`src/rtl/multirotor_ctrl.sv`:
```
// rtl/multirotor_ctrl.sv - multirotor command mixer, per-lane slew limiter and arm/land sequencer
//
// Purpose: mixes altitude and two-axis direction commands onto NMOT motor
// setpoints. Each setpoint is slew-limited. A DISARMED/SPINUP/FLY/LAND state
// machine sequences the motors.
// Optional feature macro: DRONECTRL_WDOG_EN adds a command watchdog that
// forces LAND when no command is accepted for TIMEOUT cycles in FLY.
//
// Ports:
//   clk        in   clock, all state on the rising edge
//   resetn     in   asynchronous active-low reset
//   arm        in   level arm request
//   cmd_valid  in   command valid
//   cmd_ready  out  command ready, (state == FLY) && arm
//   cmd_alt    in   signed 3-bit altitude command
//   cmd_lr     in   signed 3-bit lateral command, positive = right
//   cmd_fb     in   signed 3-bit longitudinal command, positive = forward
//   rpm_set    out  packed setpoints, motor i at [i*W +: W]
//   state      out  0 DISARMED, 1 SPINUP, 2 FLY, 3 LAND
module multirotor_ctrl #(
  parameter int NMOT     = 4,
  parameter int W        = 16,
  parameter int HOVER    = 4000,
  parameter int RPM_MAX  = 8000,
  parameter int ALT_GAIN = 512,
  parameter int DIR_GAIN = 256,
  parameter int STEP     = 500,
  parameter int TIMEOUT  = 100
) (
  input  logic              clk,
  input  logic              resetn,
  input  logic              arm,
  input  logic              cmd_valid,
  output logic              cmd_ready,
  input  logic [2:0]        cmd_alt,
  input  logic [2:0]        cmd_lr,
  input  logic [2:0]        cmd_fb,
  output logic [NMOT*W-1:0] rpm_set,
  output logic [1:0]        state
);

  typedef enum logic [1:0] {
    ST_DISARMED = 2'd0,
    ST_SPINUP   = 2'd1,
    ST_FLY      = 2'd2,
    ST_LAND     = 2'd3
  } state_e;

  // Five guard bits above W hold the signed mix without wrap.
  localparam int TW = W + 5;
  localparam logic signed [TW-1:0] HOVER_S = TW'(HOVER);
  localparam logic signed [TW-1:0] MAX_S   = TW'(RPM_MAX);
  localparam logic signed [TW-1:0] ALT_S   = TW'(ALT_GAIN);
  localparam logic signed [TW-1:0] DIR_S   = TW'(DIR_GAIN);
  localparam logic [W-1:0]         HOVER_W = W'(HOVER);
  localparam logic [W-1:0]         MAX_W   = W'(RPM_MAX);
  localparam logic [W-1:0]         STEP_W  = W'(STEP);

  if ((NMOT % 4) != 0 || NMOT < 4 || RPM_MAX >= (1 << W) || STEP < 1 || TIMEOUT < 1)
  begin : g_bad_params
    $error("multirotor_ctrl: illegal parameter set");
  end

  state_e state_q, state_d;
  logic [W-1:0] rpm_q [NMOT];
  logic [W-1:0] rpm_d [NMOT];
  logic [W-1:0] tgt   [NMOT];
  logic signed [2:0] alt_q, alt_d, lr_q, lr_d, fb_q, fb_d;
  logic signed [TW-1:0] base, dir_lr, dir_fb, raw;
  logic accept, all_hover, all_zero, wdog_expire;

  assign cmd_ready = (state_q == ST_FLY) && arm;
  assign accept    = cmd_valid && cmd_ready;
  assign state     = state_q;

  for (genvar g = 0; g < NMOT; g++) begin : g_pack
    assign rpm_set[g*W +: W] = rpm_q[g];
  end

  // Mixer and clamp, then slew toward the target.
  always_comb begin
    base      = HOVER_S + {{(TW-3){alt_q[2]}}, alt_q} * ALT_S;
    dir_lr    = {{(TW-3){lr_q[2]}}, lr_q} * DIR_S;
    dir_fb    = {{(TW-3){fb_q[2]}}, fb_q} * DIR_S;
    raw       = '0;
    all_hover = 1'b1;
    all_zero  = 1'b1;
    for (int i = 0; i < NMOT; i++) begin
      case (i % 4)
        0:       raw = base + dir_lr;
        1:       raw = base - dir_lr;
        2:       raw = base - dir_fb;
        default: raw = base + dir_fb;
      endcase
      case (state_q)
        ST_SPINUP: tgt[i] = HOVER_W;
        ST_FLY: begin
          if (raw[TW-1])       tgt[i] = '0;
          else if (raw > MAX_S) tgt[i] = MAX_W;
          else                  tgt[i] = raw[W-1:0];
        end
        default:   tgt[i] = '0;
      endcase
      if (tgt[i] > rpm_q[i])
        rpm_d[i] = (tgt[i] - rpm_q[i] > STEP_W) ? rpm_q[i] + STEP_W : tgt[i];
      else
        rpm_d[i] = (rpm_q[i] - tgt[i] > STEP_W) ? rpm_q[i] - STEP_W : tgt[i];
      if (rpm_q[i] != HOVER_W) all_hover = 1'b0;
      if (rpm_q[i] != '0)      all_zero  = 1'b0;
    end
  end

  always_comb begin
    state_d = state_q;
    case (state_q)
      ST_DISARMED: if (arm) state_d = ST_SPINUP;
      ST_SPINUP: begin
        if (!arm)           state_d = ST_LAND;
        else if (all_hover) state_d = ST_FLY;
      end
      ST_FLY:      if (!arm || wdog_expire) state_d = ST_LAND;
      default:     if (all_zero) state_d = ST_DISARMED;
    endcase
  end

  always_comb begin
    alt_d = alt_q;
    lr_d  = lr_q;
    fb_d  = fb_q;
    if (accept) begin
      alt_d = cmd_alt;
      lr_d  = cmd_lr;
      fb_d  = cmd_fb;
    end else if (state_d == ST_LAND && state_q != ST_LAND) begin
      alt_d = '0;
      lr_d  = '0;
      fb_d  = '0;
    end
  end

`ifdef DRONECTRL_WDOG_EN
  localparam int WDW = (TIMEOUT > 1) ? $clog2(TIMEOUT) : 1;
  localparam logic [WDW-1:0] WD_LAST = WDW'(TIMEOUT - 1);
  logic [WDW-1:0] wdog_q, wdog_d;

  // An accept on the expiry cycle wins, so expiry is masked by accept.
  assign wdog_expire = (wdog_q == WD_LAST) && !accept;

  always_comb begin
    wdog_d = wdog_q;
    if (accept || state_d != state_q)
      wdog_d = '0;
    else if (state_q == ST_FLY && wdog_q != WD_LAST)
      wdog_d = wdog_q + 1'b1;
  end

  always_ff @(posedge clk or negedge resetn) begin
    if (!resetn) wdog_q <= '0;
    else         wdog_q <= wdog_d;
  end
`else
  assign wdog_expire = 1'b0;
`endif

  always_ff @(posedge clk or negedge resetn) begin
    if (!resetn) begin
      state_q <= ST_DISARMED;
      alt_q   <= '0;
      lr_q    <= '0;
      fb_q    <= '0;
      for (int i = 0; i < NMOT; i++) rpm_q[i] <= '0;
    end else begin
      state_q <= state_d;
      alt_q   <= alt_d;
      lr_q    <= lr_d;
      fb_q    <= fb_d;
      for (int i = 0; i < NMOT; i++) rpm_q[i] <= rpm_d[i];
    end
  end

endmodule

```
`config.mk`:
```
export PLATFORM = sky130hd
export DESIGN_NAME = multirotor_ctrl
export DESIGN_NICKNAME = d
export VERILOG_FILES = /design/src/rtl/multirotor_ctrl.sv
export SDC_FILE = /design/constraint.sdc
export NUM_CORES = 1
export LEC_CHECK = 0
export ABC_AREA = 1
export CAP_MARGIN = 10
export CORE_AREA = 4 4 206 208
export DETAILED_ROUTE_END_ITERATION = 10
export DIE_AREA = 0 0 210 212
export GPL_ROUTABILITY_DRIVEN = 0
export GPL_TIMING_DRIVEN = 0
export PLACE_DENSITY_LB_ADDON = 0.25
export SYNTH_ARGS = -nofsm -noshare
export SYNTH_HDL_FRONTEND = slang
export SYNTH_SLANG_ARGS = --single-unit
export TNS_END_PERCENT = 20
```
`constraint.sdc`:
```
create_clock -name clk -period 14.3 [get_ports clk]
set_clock_uncertainty 0.05 [all_clocks]
set_input_delay 1.43 -clock clk [delete_from_list [all_inputs] [get_ports clk]]
set_output_delay 1.43 -clock clk [all_outputs]
set_load 0.01 [all_outputs]
```
==> metrics <==
Port Buffers 71; post-CTS setup buffer count 0; adder-cell share of the synthesized area 14.5%; Least-Margin Pin Slew 0.717 ns; pin count of the biggest net entering global routing 38; drt drc 0; post-CTS sizing 0; fraction of registers with async set/reset 100%; worst setup path class reg2reg; maximum fanout along the worst path 10; sequential area share after synthesis 13.9%; post-route ant nets 0; Synth Cell Area 12100 um2; synthesis-to-finish area growth 14.7%; maxcap violations 0; DRT iter0 DRCs 992; Post-Synth XOR/XNOR Area 7.02%; max frequency 159 MHz; Slowest-stage cell, CP dfrtp_1; RSZ-0062 raised after global routing false; synth top area cells nand2_1, dfrtp_1, ha_1, nand3_1, inv_1; mux contribution to synthesized area 0.0931%; share of cells above drive strength 1 5.81%; antenna cells 0; setup violators final 0; largest family of logic cells by synthesized area simple AND/OR/NAND/NOR gates; CTS sink cnt 67; class of the worst hold path reg2reg; TritonCTS clock tree built; cell taking the most area after synthesis nand2_1; antenna violations before repair 0; core area 40600 um2; r2r setup slk about 8 ns; first-pass GRT wire length about 66000 um; via count between 10000 and 15000; top-area cell type share of the netlist area 20.5%; Initial Util 29.8%; H-tree lvl count 3; Critical Path Sink Type flip-flop; multi-input logic area around 9000 um2; prevailing post-synth register cell dfrtp_1; CTS root buffer clkbuf_16; # hold bufs at CTS 0; die height 212 um; Max Slew Vio Count 0; Fill cells 4566; Tcrit/Tclk final 43.9%; Post-Synth Simple-Gate Area 45.5%; # nets final roughly 2300; Worst EP required 14.47 ns; Total GRT Usage 18.1%; Hold Violations, Final 0; num rows 74; cell repeated most along the worst path nand2_1; most frequent cells in the layout nand2_1, inv_1, nand3_1, nor2_1, ha_1; EDFF count, synth 0; Slew headroom 51.7%; CP max stage delay 0.52 ns; Worst setup SP type flip-flop; TritonCTS buffer count 9; commonest non-fill, non-tap cell in the layout nand2_1; Skew-Pair Late Insertion Delay ~0.35 ns; die width approximately 210 um; Yosys warnings 0; IO Count 80; status finished, final reports clean; dpl hpwl 33800 um; dpl ws 8.07 ns; sequential cell area 1680 um2; synth unique cells 43; WL/cell 15.1 um; clock period minus final worst setup slack approximately 6.3 ns; Clk pin slew, worst setup/hold paths 0.06 ns; CP Data Arrival Time 6.45 ns; syn avg cell area about 6 um2; Clock Path Buffers 2; TNS Setup 0 ns; Compound-Gate Fraction of Synth Area 6.66%; FF+latch count, synth 67; Vias/cell 4.90; total grt overflow 0; Die Area about 45000 um2; Final Routed Wirelength 40700 um; vias in the first global route 12625; Post-Synthesis Cells 2068; setup ws final 8.02 ns; DR pass1 iterations 6
-- layout make-up --
cell class	count	share of cell area [%]
multi-input cells	1650	64.8
well taps	532	4.80
repair buffers	72	5.25
clock buffers	11	1.75
clock inverters	5	0.613
inverters	321	8.71
plain buffers	44	2.00
flip-flops and latches	67	12.1
-- worst max-delay path: cells and delay by family (launching register included) --
family | cells | cell delay, ns
buf+inv | 5 | 0.49
simple gates | 13 | 1.83
compound gates | 5 | 1.25
flops | 1 | 0.52
xor+xnor | 1 | 0.36
fa+ha+maj | 4 | 1.36
mux | 1 | 0.27
-- flip-flops by register name (all words and copies together) (netlist names) --
name,count
alt_q,3
rpm_set,56
fb_q,3
state,2
lr_q,3
-- cell families after synthesis --
family / Yosys count
adder cells (fa/ha/maj): 135
buffers and inverters: 365
other: 2
flip-flops: 67
XOR/XNOR: 97
multiplexers: 1
AO/OA/AOI/OAI: 154
AND/OR/NAND/NOR: 1247
-- routing by layer --
layer / track usage (%) / wire length (um) / vias up
li1: - / - / 6729
met5: 0 / 0 / -
met3: 2.14 / 1990 / 58
met4: 4.59 / 838 / 0
met2: 31.5 / 19300 / 331
met1: 23.9 / 18600 / 6122
-- stage by stage --
| stage | instances | util, % | hold slack, ns | cell area, um2 |
|---|---|---|---|---|
| 4_1_cts | 2702 | 34.2 | 0.478 | 13900 |
| 2_1_floorplan | 2082 | - | 0.419 | 12100 |
| 5_1_grt | 2702 | 34.2 | 0.515 | 13900 |
| 6_report | 2702 | 34.2 | 0.470 | 13900 |
| 3_5_place_dp | 2686 | 33.4 | 0.463 | 13500 |
| 3_3_place_gp | 2685 | 33.3 | 0.464 | 13500 |
-- synthesized netlist by cell type, types with 2 or more instances --
cell type / n
nor4_1: 4
nand2_1: 661
and2_1: 4
buf_6: 8
a21oi_2: 2
xor2_1: 94
inv_2: 10
nor2_2: 17
or2_2: 5
or2_1: 3
o211ai_1: 3
nand2_2: 21
o21ai_0: 42
o21ai_1: 14
inv_1: 303
o21ai_2: 2
ha_1: 127
a21oi_1: 86
conb_1: 2
and3_1: 2
nor2_1: 150
xnor2_1: 3
nand2_4: 3
clkinv_1: 6
nand3_2: 4
nand3_1: 263
clkbuf_1: 14
nand3b_1: 8
nor2_4: 10
dfrtp_1: 67
nand4_1: 58
a211oi_1: 4
buf_2: 11
nor3_1: 32
fa_1: 8
buf_4: 10
-- path summary, 6_finish.rpt --
kind | from | end | depth (start not counted)
setup / recovery | alt_q[0] | rpm_set[14] | 29
hold / removal | alt_q[1] | alt_q[1] | 2
setup reg to reg | alt_q[0] | rpm_set[14] | 29
hold reg to reg | alt_q[1] | alt_q[1] | 2
max in group asynchronous | resetn | rpm_set[59] | 2
min in group asynchronous | resetn | rpm_set[31] | 1
Power is left out: the tool's default activity adds up to more than one toggle a clock period on the data nets, which glitch-free logic cannot reach.
